===== src/rtl/nv_csa_accum_pkg.sv =====
`default_nettype none
// ============================================================================
// Module      : nv_csa_accum_pkg
// Description : Shared FSM encoding and width-parameterised helpers for
//               nv_csa_accum.
// Revision    : 1.0 - initial release
// ============================================================================
package nv_csa_accum_pkg;

   typedef enum logic [0:0] {
      ST_IDLE = 1'b0,
      ST_ACC  = 1'b1
   } acc_state_e;

   // Helpers work on a 64-bit carrier; callers size-cast to their own width.
   function automatic logic [63:0] sext64(input logic [63:0] val, input int unsigned width);
      logic signed [63:0] w_t;
      w_t = $signed(val << (64 - width));
      return w_t >>> (64 - width);
   endfunction

   function automatic logic [63:0] smax64(input int unsigned width);
      return (64'd1 << (width - 1)) - 64'd1;
   endfunction

   function automatic logic [63:0] smin64(input int unsigned width);
      return ~smax64(width);
   endfunction

endpackage
`default_nettype wire


===== src/rtl/nv_csa_cpa.sv =====
`default_nettype none
// ============================================================================
// Module      : nv_csa_cpa
// Description : Stage-1 carry-propagate add of the CSA sum/carry pair with a
//               single-entry s1 register and its ready/valid handshake.
// Revision    : 1.0 - initial release
// ============================================================================
module nv_csa_cpa #(
   parameter int IN_WIDTH = 8
) (
   input  logic                nvdla_core_clk,
   input  logic                nvdla_core_rstn,
   input  logic                in_pvld,
   output logic                in_prdy,
   input  logic [IN_WIDTH-1:0] in_sum,
   input  logic [IN_WIDTH-1:0] in_carry,
   input  logic                s2_accept,
   output logic                s1_vld,
   output logic [IN_WIDTH-1:0] s1_data
);

   logic                r_s1_vld;
   logic [IN_WIDTH-1:0] r_s1_data;
   logic [IN_WIDTH-1:0] w_cpa;

   // Carry out of the MSB is dropped: the tree result is defined mod 2^IN_WIDTH.
   assign w_cpa   = in_sum + in_carry;
   assign in_prdy = !r_s1_vld || s2_accept;
   assign s1_vld  = r_s1_vld;
   assign s1_data = r_s1_data;

   always_ff @(posedge nvdla_core_clk or negedge nvdla_core_rstn) begin
      if (!nvdla_core_rstn) begin
         r_s1_vld  <= 1'b0;
         r_s1_data <= '0;
      end else if (in_prdy) begin
         r_s1_vld <= in_pvld;
         if (in_pvld) begin
            r_s1_data <= w_cpa;
         end
      end
   end

endmodule
`default_nettype wire


===== src/rtl/nv_csa_accum.sv =====
`default_nettype none
// ============================================================================
// Module      : nv_csa_accum
// Description : Resolves CSA beats and accumulates cfg_len+1 beats per group
//               into a signed result on a valid/ready output.
//               Optional saturation: define NV_CSA_ACCUM_SAT_EN.
// Revision    : 1.0 - initial release
// ============================================================================
module nv_csa_accum
   import nv_csa_accum_pkg::*;
#(
   parameter int IN_WIDTH  = 8,
   parameter int ACC_WIDTH = 24,
   parameter int LEN_WIDTH = 8
) (
   input  logic                 nvdla_core_clk,
   input  logic                 nvdla_core_rstn,
   input  logic [LEN_WIDTH-1:0] cfg_len,
   input  logic                 in_pvld,
   output logic                 in_prdy,
   input  logic [IN_WIDTH-1:0]  in_sum,
   input  logic [IN_WIDTH-1:0]  in_carry,
   output logic                 out_pvld,
   input  logic                 out_prdy,
   output logic [ACC_WIDTH-1:0] out_data,
   output logic                 out_sat
);

   logic                 w_s1_vld;
   logic [IN_WIDTH-1:0]  w_s1_data;
   logic                 w_accept;
   logic                 w_last;
   logic                 w_load_out;

   acc_state_e           r_state, w_state_nxt;
   logic [LEN_WIDTH-1:0] r_cnt, w_cnt_nxt;
   logic [LEN_WIDTH-1:0] r_len_q, w_len_nxt;
   logic [ACC_WIDTH-1:0] r_acc, w_acc_nxt;
   logic [ACC_WIDTH-1:0] r_out_data, w_out_data_nxt;
   logic                 r_out_pvld, w_out_pvld_nxt;
   logic [ACC_WIDTH-1:0] w_ext;
   logic [ACC_WIDTH-1:0] w_base;
   logic [ACC_WIDTH-1:0] w_sum;

   nv_csa_cpa #(
      .IN_WIDTH (IN_WIDTH)
   ) u_cpa (
      .nvdla_core_clk  (nvdla_core_clk),
      .nvdla_core_rstn (nvdla_core_rstn),
      .in_pvld         (in_pvld),
      .in_prdy         (in_prdy),
      .in_sum          (in_sum),
      .in_carry        (in_carry),
      .s2_accept       (w_accept),
      .s1_vld          (w_s1_vld),
      .s1_data         (w_s1_data)
   );

   assign w_ext    = ACC_WIDTH'(sext64(64'(w_s1_data), IN_WIDTH));
   assign w_base   = (r_state == ST_IDLE) ? '0 : r_acc;
   assign w_last   = (r_state == ST_IDLE) ? (cfg_len == '0) : (r_cnt == r_len_q);
   // Only a group-closing beat needs the output register; others never stall.
   assign w_accept = w_s1_vld && !(w_last && r_out_pvld && !out_prdy);

`ifdef NV_CSA_ACCUM_SAT_EN
   localparam logic [ACC_WIDTH-1:0] c_sat_max = ACC_WIDTH'(smax64(ACC_WIDTH));
   localparam logic [ACC_WIDTH-1:0] c_sat_min = ACC_WIDTH'(smin64(ACC_WIDTH));

   logic [ACC_WIDTH:0] w_wide;
   logic               w_ovf;
   logic               w_grp_sat;
   logic               r_grp_sat;
   logic               r_out_sat;

   assign w_wide    = {w_base[ACC_WIDTH-1], w_base} + {w_ext[ACC_WIDTH-1], w_ext};
   assign w_ovf     = w_wide[ACC_WIDTH] ^ w_wide[ACC_WIDTH-1];
   assign w_sum     = !w_ovf ? w_wide[ACC_WIDTH-1:0] :
                      (w_wide[ACC_WIDTH] ? c_sat_min : c_sat_max);
   assign w_grp_sat = ((r_state == ST_ACC) && r_grp_sat) || w_ovf;
   assign out_sat   = r_out_sat;

   always_ff @(posedge nvdla_core_clk or negedge nvdla_core_rstn) begin
      if (!nvdla_core_rstn) begin
         r_grp_sat <= 1'b0;
         r_out_sat <= 1'b0;
      end else begin
         if (w_accept) begin
            r_grp_sat <= w_grp_sat;
         end
         if (w_load_out) begin
            r_out_sat <= w_grp_sat;
         end
      end
   end
`else
   assign w_sum   = w_base + w_ext;
   assign out_sat = 1'b0;
`endif

   always_comb begin
      w_state_nxt    = r_state;
      w_cnt_nxt      = r_cnt;
      w_len_nxt      = r_len_q;
      w_acc_nxt      = r_acc;
      w_out_data_nxt = r_out_data;
      w_out_pvld_nxt = r_out_pvld && !out_prdy;
      w_load_out     = 1'b0;
      if (w_accept) begin
         if (r_state == ST_IDLE) begin
            w_len_nxt = cfg_len;
         end
         w_acc_nxt = w_sum;
         if (w_last) begin
            w_state_nxt    = ST_IDLE;
            w_cnt_nxt      = '0;
            w_out_data_nxt = w_sum;
            w_out_pvld_nxt = 1'b1;
            w_load_out     = 1'b1;
         end else begin
            w_state_nxt = ST_ACC;
            w_cnt_nxt   = r_cnt + 1'b1;
         end
      end
   end

   always_ff @(posedge nvdla_core_clk or negedge nvdla_core_rstn) begin
      if (!nvdla_core_rstn) begin
         r_state    <= ST_IDLE;
         r_cnt      <= '0;
         r_len_q    <= '0;
         r_acc      <= '0;
         r_out_data <= '0;
         r_out_pvld <= 1'b0;
      end else begin
         r_state    <= w_state_nxt;
         r_cnt      <= w_cnt_nxt;
         r_len_q    <= w_len_nxt;
         r_acc      <= w_acc_nxt;
         r_out_data <= w_out_data_nxt;
         r_out_pvld <= w_out_pvld_nxt;
      end
   end

   assign out_pvld = r_out_pvld;
   assign out_data = r_out_data;

endmodule
`default_nettype wire


===== config.mk =====
export PLATFORM = sky130hd
export DESIGN_NAME = nv_csa_accum
export DESIGN_NICKNAME = d
export VERILOG_FILES = /design/src/rtl/nv_csa_accum_pkg.sv /design/src/rtl/nv_csa_cpa.sv /design/src/rtl/nv_csa_accum.sv
export SDC_FILE = /design/constraint.sdc
export NUM_CORES = 1
export LEC_CHECK = 0
export ABC_AREA = 1
export BUFFER_PORTS_ARGS = -buffer_cell sky130_fd_sc_hd__buf_4
export CORE_MARGIN = 1
export CORE_UTILIZATION = 40
export CTS_CLUSTER_DIAMETER = 30
export CTS_CLUSTER_SIZE = 28
export DETAILED_ROUTE_END_ITERATION = 7
export PLACE_DENSITY = 0.68
export SYNTH_ARGS = -nofsm -noshare
export SYNTH_HDL_FRONTEND = slang
export SYNTH_SLANG_ARGS = --single-unit

===== constraint.sdc =====
create_clock -name nvdla_core_clk -period 2.2 [get_ports nvdla_core_clk]
set_clock_uncertainty 0.1 [all_clocks]
set_input_delay 0.11 -clock nvdla_core_clk [delete_from_list [all_inputs] [get_ports nvdla_core_clk]]
set_output_delay 0.11 -clock nvdla_core_clk [all_outputs]
set_load 0.01 [all_outputs]

[After elaboration in Yosys (flattened, before gate mapping)]
Cells that the tools add are included.
Widths: inputs -> output; s select.
Word-level totals
  register bits after elaboration: 75
  input port bits: 28
  logic and storage cells: 31
Cells by class
  $add $sub $neg: 3
  equality and inequality tests: 1
  bitwise operators: 1
  reductions and logical operators: 12
  multiplexer cells: 6
Operator list (number)
  $add 24x24->24: 1
  $mux 24: 1
  $add 8x1->8 const B: 1
  $add 8x8->8: 1
  $eq 8x8->1: 1
  $logic_not 8->1: 1
  $mux 8: 1
  $reduce_and 2->1: 3
  $logic_and 1x1->1: 4
  $mux 1: 4
  $logic_not 1->1: 3
  $logic_or 1x1->1: 1
  $not 1->1: 1

[Depth between registers and ports, before layout]
  depth after elaboration: 8
  gate-level depth with buffers: 17

[Cells and area by module]
From an unflattened synthesis, not the netlist that was laid out.
Unflattened totals
  cell total of the unflattened synthesis: 822
  area total of the unflattened synthesis: 5466.5 um^2
Modules (own cells, without submodules)
  nv_csa_accum: instances 1, cells each 729, area an instance 4788.3 um^2, seq. area each 1651.6 um^2
  nv_csa_cpa: instances 1, cells each 93, area an instance 678.2 um^2, seq. area each 225.2 um^2

[Least setup slack after synthesis]
No wires, ideal clock.
  kind: register -> register
  from: register r_state
  to: register r_acc[23]
  data arrival time: 1.896 ns
  path slack: 0.087 ns
  cell stages (with the launch flop): 15
  library setup time: 0.117 ns
  buffers on the path: 2
  path through: dfrtp_1 -> buf_4 -> clkbuf_1 -> nand2_1 -> inv_1 -> ha_1 -> nand2_1 -> nor2_1 -> nand2_1 -> nor2_1 -> nand2_1 -> nand4_1 -> nand2_1 -> nand2_1 -> nand2_1
Between the ends
  longest elaborated chain between the ends: 5
RTL lines
  from (decl): line nv_csa_accum.sv:35  | acc_state_e r_state, w_state_nxt;
  from (signal assigned): line nv_csa_accum.sv:135  | r_state <= w_state_nxt;
  parallel branches: the longest is 5 deep, another holds $add 24x24->24
  to (signal assigned): line nv_csa_accum.sv:138  | r_acc <= w_acc_nxt;
  to (decl): line nv_csa_accum.sv:38  | logic [ACC_WIDTH-1:0] r_acc, w_acc_nxt;
Parallel ways; which one is timed is not known.
A chain may end at the register's enable or synchronous reset.

[Worst setup path after layout]
  from: register r_state
  to: register r_out_data[12] (netlist: out_data[12])
Between the ends
  longest elaborated chain between the ends: 6
RTL lines
  parallel branches: the longest is 6 deep, another holds $add 24x24->24
  to (signal assigned): line nv_csa_accum.sv:139  | r_out_data <= w_out_data_nxt;
  to (decl): line nv_csa_accum.sv:39  | logic [ACC_WIDTH-1:0] r_out_data, w_out_data_nxt;
Parallel ways; which one is timed is not known.

==> impl_metrics.env <==
export IMPL_status="finished with violations"
export IMPL_violations="negative setup slack"
export IMPL_cp_required_ps=2330
export IMPL_crit_chain="buf_6 > nand2_2 > inv_2 > ha_4 > fa_2 > nand2_2 > nand3_2 > nand3_2 > nand2_2 > nand2_2 > nand2_2 > xor2_2 > nand2_1 > nand2_1"
export IMPL_drive_gt1_share_pct=31.5
export IMPL_worst_pin_slew_ps=585
export IMPL_ant_nets=0
export IMPL_cpPeakStageDelay_ps=450
export IMPL_worst_path_max_delay_cell="dfrtp_2"
export IMPL_synth_nets=857
export IMPL_timing_hold_ws_ps=28.6
export IMPL_finalMaxSlewViolations=0
export IMPL_worstSkewPairLatency_ps=340
export IMPL_wl_per_cell_um=14.1
export IMPL_synth_cell_area_um2=5330
export IMPL_cts_tree="done"
export IMPL_ys_seq_elements=75
export IMPL_ys_warn_count=0
export IMPL_grt_start_max_net_pins=48
export IMPL_synthCells=796
export IMPL_critical_path_endpoint_type="flip-flop"
export IMPL_fillCellCount=1115
export IMPL_wl_um=15600
export IMPL_power_mw=8.90
export IMPL_worstPathMaxFanout=7
export IMPL_reg2regPathDepth=14
export IMPL_synthTopCellsByArea="dfrtp_1, nand2_1, inv_1"
export IMPL_start_util_pct=41.5
export IMPL_grt_pass1_wl_um=23800
export IMPL_synth_area_per_cell_um2=6.69
export IMPL_p_switching_mw=3.72
export IMPL_powerDensity_nw_per_um2=1170
export IMPL_crit_top_cell="nand2_2"
export IMPL_ys_types=35
export IMPL_critPathBufInv=2
export IMPL_critical_path_top_delay_family="simple AND/OR/NAND/NOR gates"
export IMPL_diodes=0
export IMPL_vias=5520
export IMPL_yosysSeqAreaShare_pct=35.2
export IMPL_grt_total_usage_pct=21.3
export IMPL_start_kind="flip-flop"
export IMPL_antenna_found_initial=0
export IMPL_gp_congestion=0.916
export IMPL_p_comb_share_pct=56.4
export IMPL_dr_pass1_iters=5
export IMPL_p_leak_nw=4.15
export IMPL_finalSetupViolations=3
export IMPL_viasPerCell=5.00
export IMPL_p_int_mw=5.18
export IMPL_cp_arrival_ps=2360
export IMPL_holdPathStages=4
export IMPL_fp_dieW_um=117
export IMPL_nets=988
export IMPL_rows=41
export IMPL_root_buffer="clkbuf_16"
export IMPL_die_height_um=117
export IMPL_p_sw_share_pct=41.8
export IMPL_drc=0
export IMPL_grt_pass1_vias=5094
export IMPL_cts_max_level=3
export IMPL_clk_path_buf_depth=2
export IMPL_ios=55
export IMPL_grt_overflow=0
export IMPL_synth_top_area_cell="dfrtp_1"
export IMPL_numPortBuffers=53
export IMPL_fmax_mhz=448
export IMPL_relSlewSlack_pct=61.0
export IMPL_ir_drop_mv=0.480
export IMPL_synth_top_cell_area_share_pct=35.2
export IMPL_rsz0062_at_grt="true"
export IMPL_cts_made_buffers=9
export IMPL_timing_final_ws_setup_ps=-34.2
export IMPL_hold_violations=0
export IMPL_drt_iter0_drc=341
export IMPL_critPathKind="reg -> reg"
export IMPL_area_growth_pct=43.3
export IMPL_core_um2=12800
export IMPL_clkSlewWorstSetupHoldPaths_ps=70
export IMPL_cap_violations=0
export IMPL_finalCritPeriodShare_pct=102
export IMPL_crit_cells=14
export IMPL_pwr_share_seq_pct=25.0
export IMPL_die_area_um2=13800
export IMPL_p_clk_share_pct=18.6
export IMPL_min_path_type="in -> reg"
export IMPL_clkSinkCount=75
export IMPL_place_hpwl_um=10200
export IMPL_fin_crit_ps=2230
per-layer routing:
layer / global-route usage [%] / vias up / part of all wire [%]
met4: 7.22 / 0 / 3.0
met5: 0 / - / 0
met3: 2.87 / 38 / 5.2
met1: 27.7 / 2586 / 44
met2: 36.2 / 183 / 48
li1: - / 2713 / -
worst reg2reg max path, delay by kind of cell, from the launching register on:
family                   cells  cell delay [ps]
flip-flops                   1              450
adder cells (fa/ha/maj)      2              530
buffers and inverters        2              190
XOR/XNOR                     1              180
AND/OR/NAND/NOR              9              660
path summary, 6_finish.rpt:
path	slack, ps	to	from
min in group asynchronous	170	r_len_q[0]	nvdla_core_rstn
min reg2reg	380	out_data[11]	out_data[11]
max	-30	out_data[12]	r_state
max in group asynchronous	1260	out_data[18]	nvdla_core_rstn
min	30	u_cpa.s1_data[0]	in_carry[0]
max reg2reg	-30	out_data[12]	r_state
area by class of cell:
cell class                 instances  area (um2)  share of cell area [%]
clock buffer                       9         225                    2.95
clock inverter                     7         106                    1.39
inverter                         120         455                    5.97
multi-input combinational        583        3580                    46.9
sequential                        75        1880                    24.6
tap                              172         215                    2.82
timing repair buffer             138        1170                    15.4
power by group through the flow:
stage,clock [mW],combinational [mW],sequential (mW)
3_5_place_dp,0,3.75,2.21
2_1_floorplan,0,2.19,2.22
4_1_cts,1.67,3.93,2.20
5_1_grt,1.72,5.51,2.29
3_3_place_gp,0,3.70,2.21
6_report,1.65,5.02,2.23
state kept, by name (all words and copies together), names as in the netlist:
| register | cells |
|---|---|
| out_data | 24 |
| out_pvld | 1 |
| r_acc | 24 |
| r_cnt | 8 |
| r_len_q | 8 |
| r_state | 1 |
| u_cpa.s1_data | 8 |
| u_cpa.s1_vld | 1 |
stage by stage:
| stage | setup WS [ps] | area [um2] | setup TNS (ps) | utilization, % | instances |
|---|---|---|---|---|---|
| floorplan | 87.4 | 5330 | 0 | - | 796 |
| CTS | -7.60 | 6850 | -14.5 | 53.4 | 1088 |
| detailed placement | -67.8 | 6290 | -553 | 49.0 | 1061 |
| global route | -133 | 7630 | -1930 | 59.5 | 1104 |
| global placement | -39.9 | 6290 | -230 | 49.0 | 1061 |
| finish | -34.2 | 7630 | -66.0 | 59.5 | 1104 |
what timing repair did:
item / 4_1_cts / 5_1_grt
cloned: 0 / 3
setup endpoints to repair: 29 / 54
endpoints found under the hold margin: 53 / 0
setup buffers: 1 / 13
gates resized for setup: 22 / 158
hold buffers: 10 / 0
pin swaps: 5 / 35
cell usage after synthesis, drive strengths merged:
library cell,number
xnor2,12
o21ai,30
a21o,3
o21bai,2
nor2,43
nand3b,6
a21oi,18
a31oi,2
xor2,12
dfrtp,75
clkbuf,6
conb,1
nor3,2
fa,2
nor4,2
or2,1
nand3,40
and2,1
inv,120
nand4,17
ha,31
nand2,358
buf,12
layout by cell type, fill, tap and decap left out, types with 9 or more instances in the layout:
cell type      instances
nand2_1              306
buf_4                112
inv_1                104
dfrtp_1               74
nand2_2               42
nand3_1               29
ha_4                  23
nor2_1                18
o21ai_1               17
nand4_1               17
inv_2                 15
nor2_2                13
xnor2_1               12
nor2_4                12
clkbuf_16             11
buf_6                 11
nand3_2               10
a21oi_1               10
nand2_4               10
dlygate4sd3_1         10
xor2_1                 9
o21ai_0                9
cells by family (layout without fill, tap and decap cells):
logic type                 after synthesis  after routing  synth area share, %
other                                    1              1               0.0704
and+or+nand+nor                        470            470                 36.0
adders and majority gates               33             33                 8.04
DFF                                     75             75                 35.2
AOI/OAI and AO/OA                       55             55                 5.87
buffers and inverters                  138            274                 10.8
xor gates and xnor gates                24             24                 3.95
(Power assumes the default switching activity.)
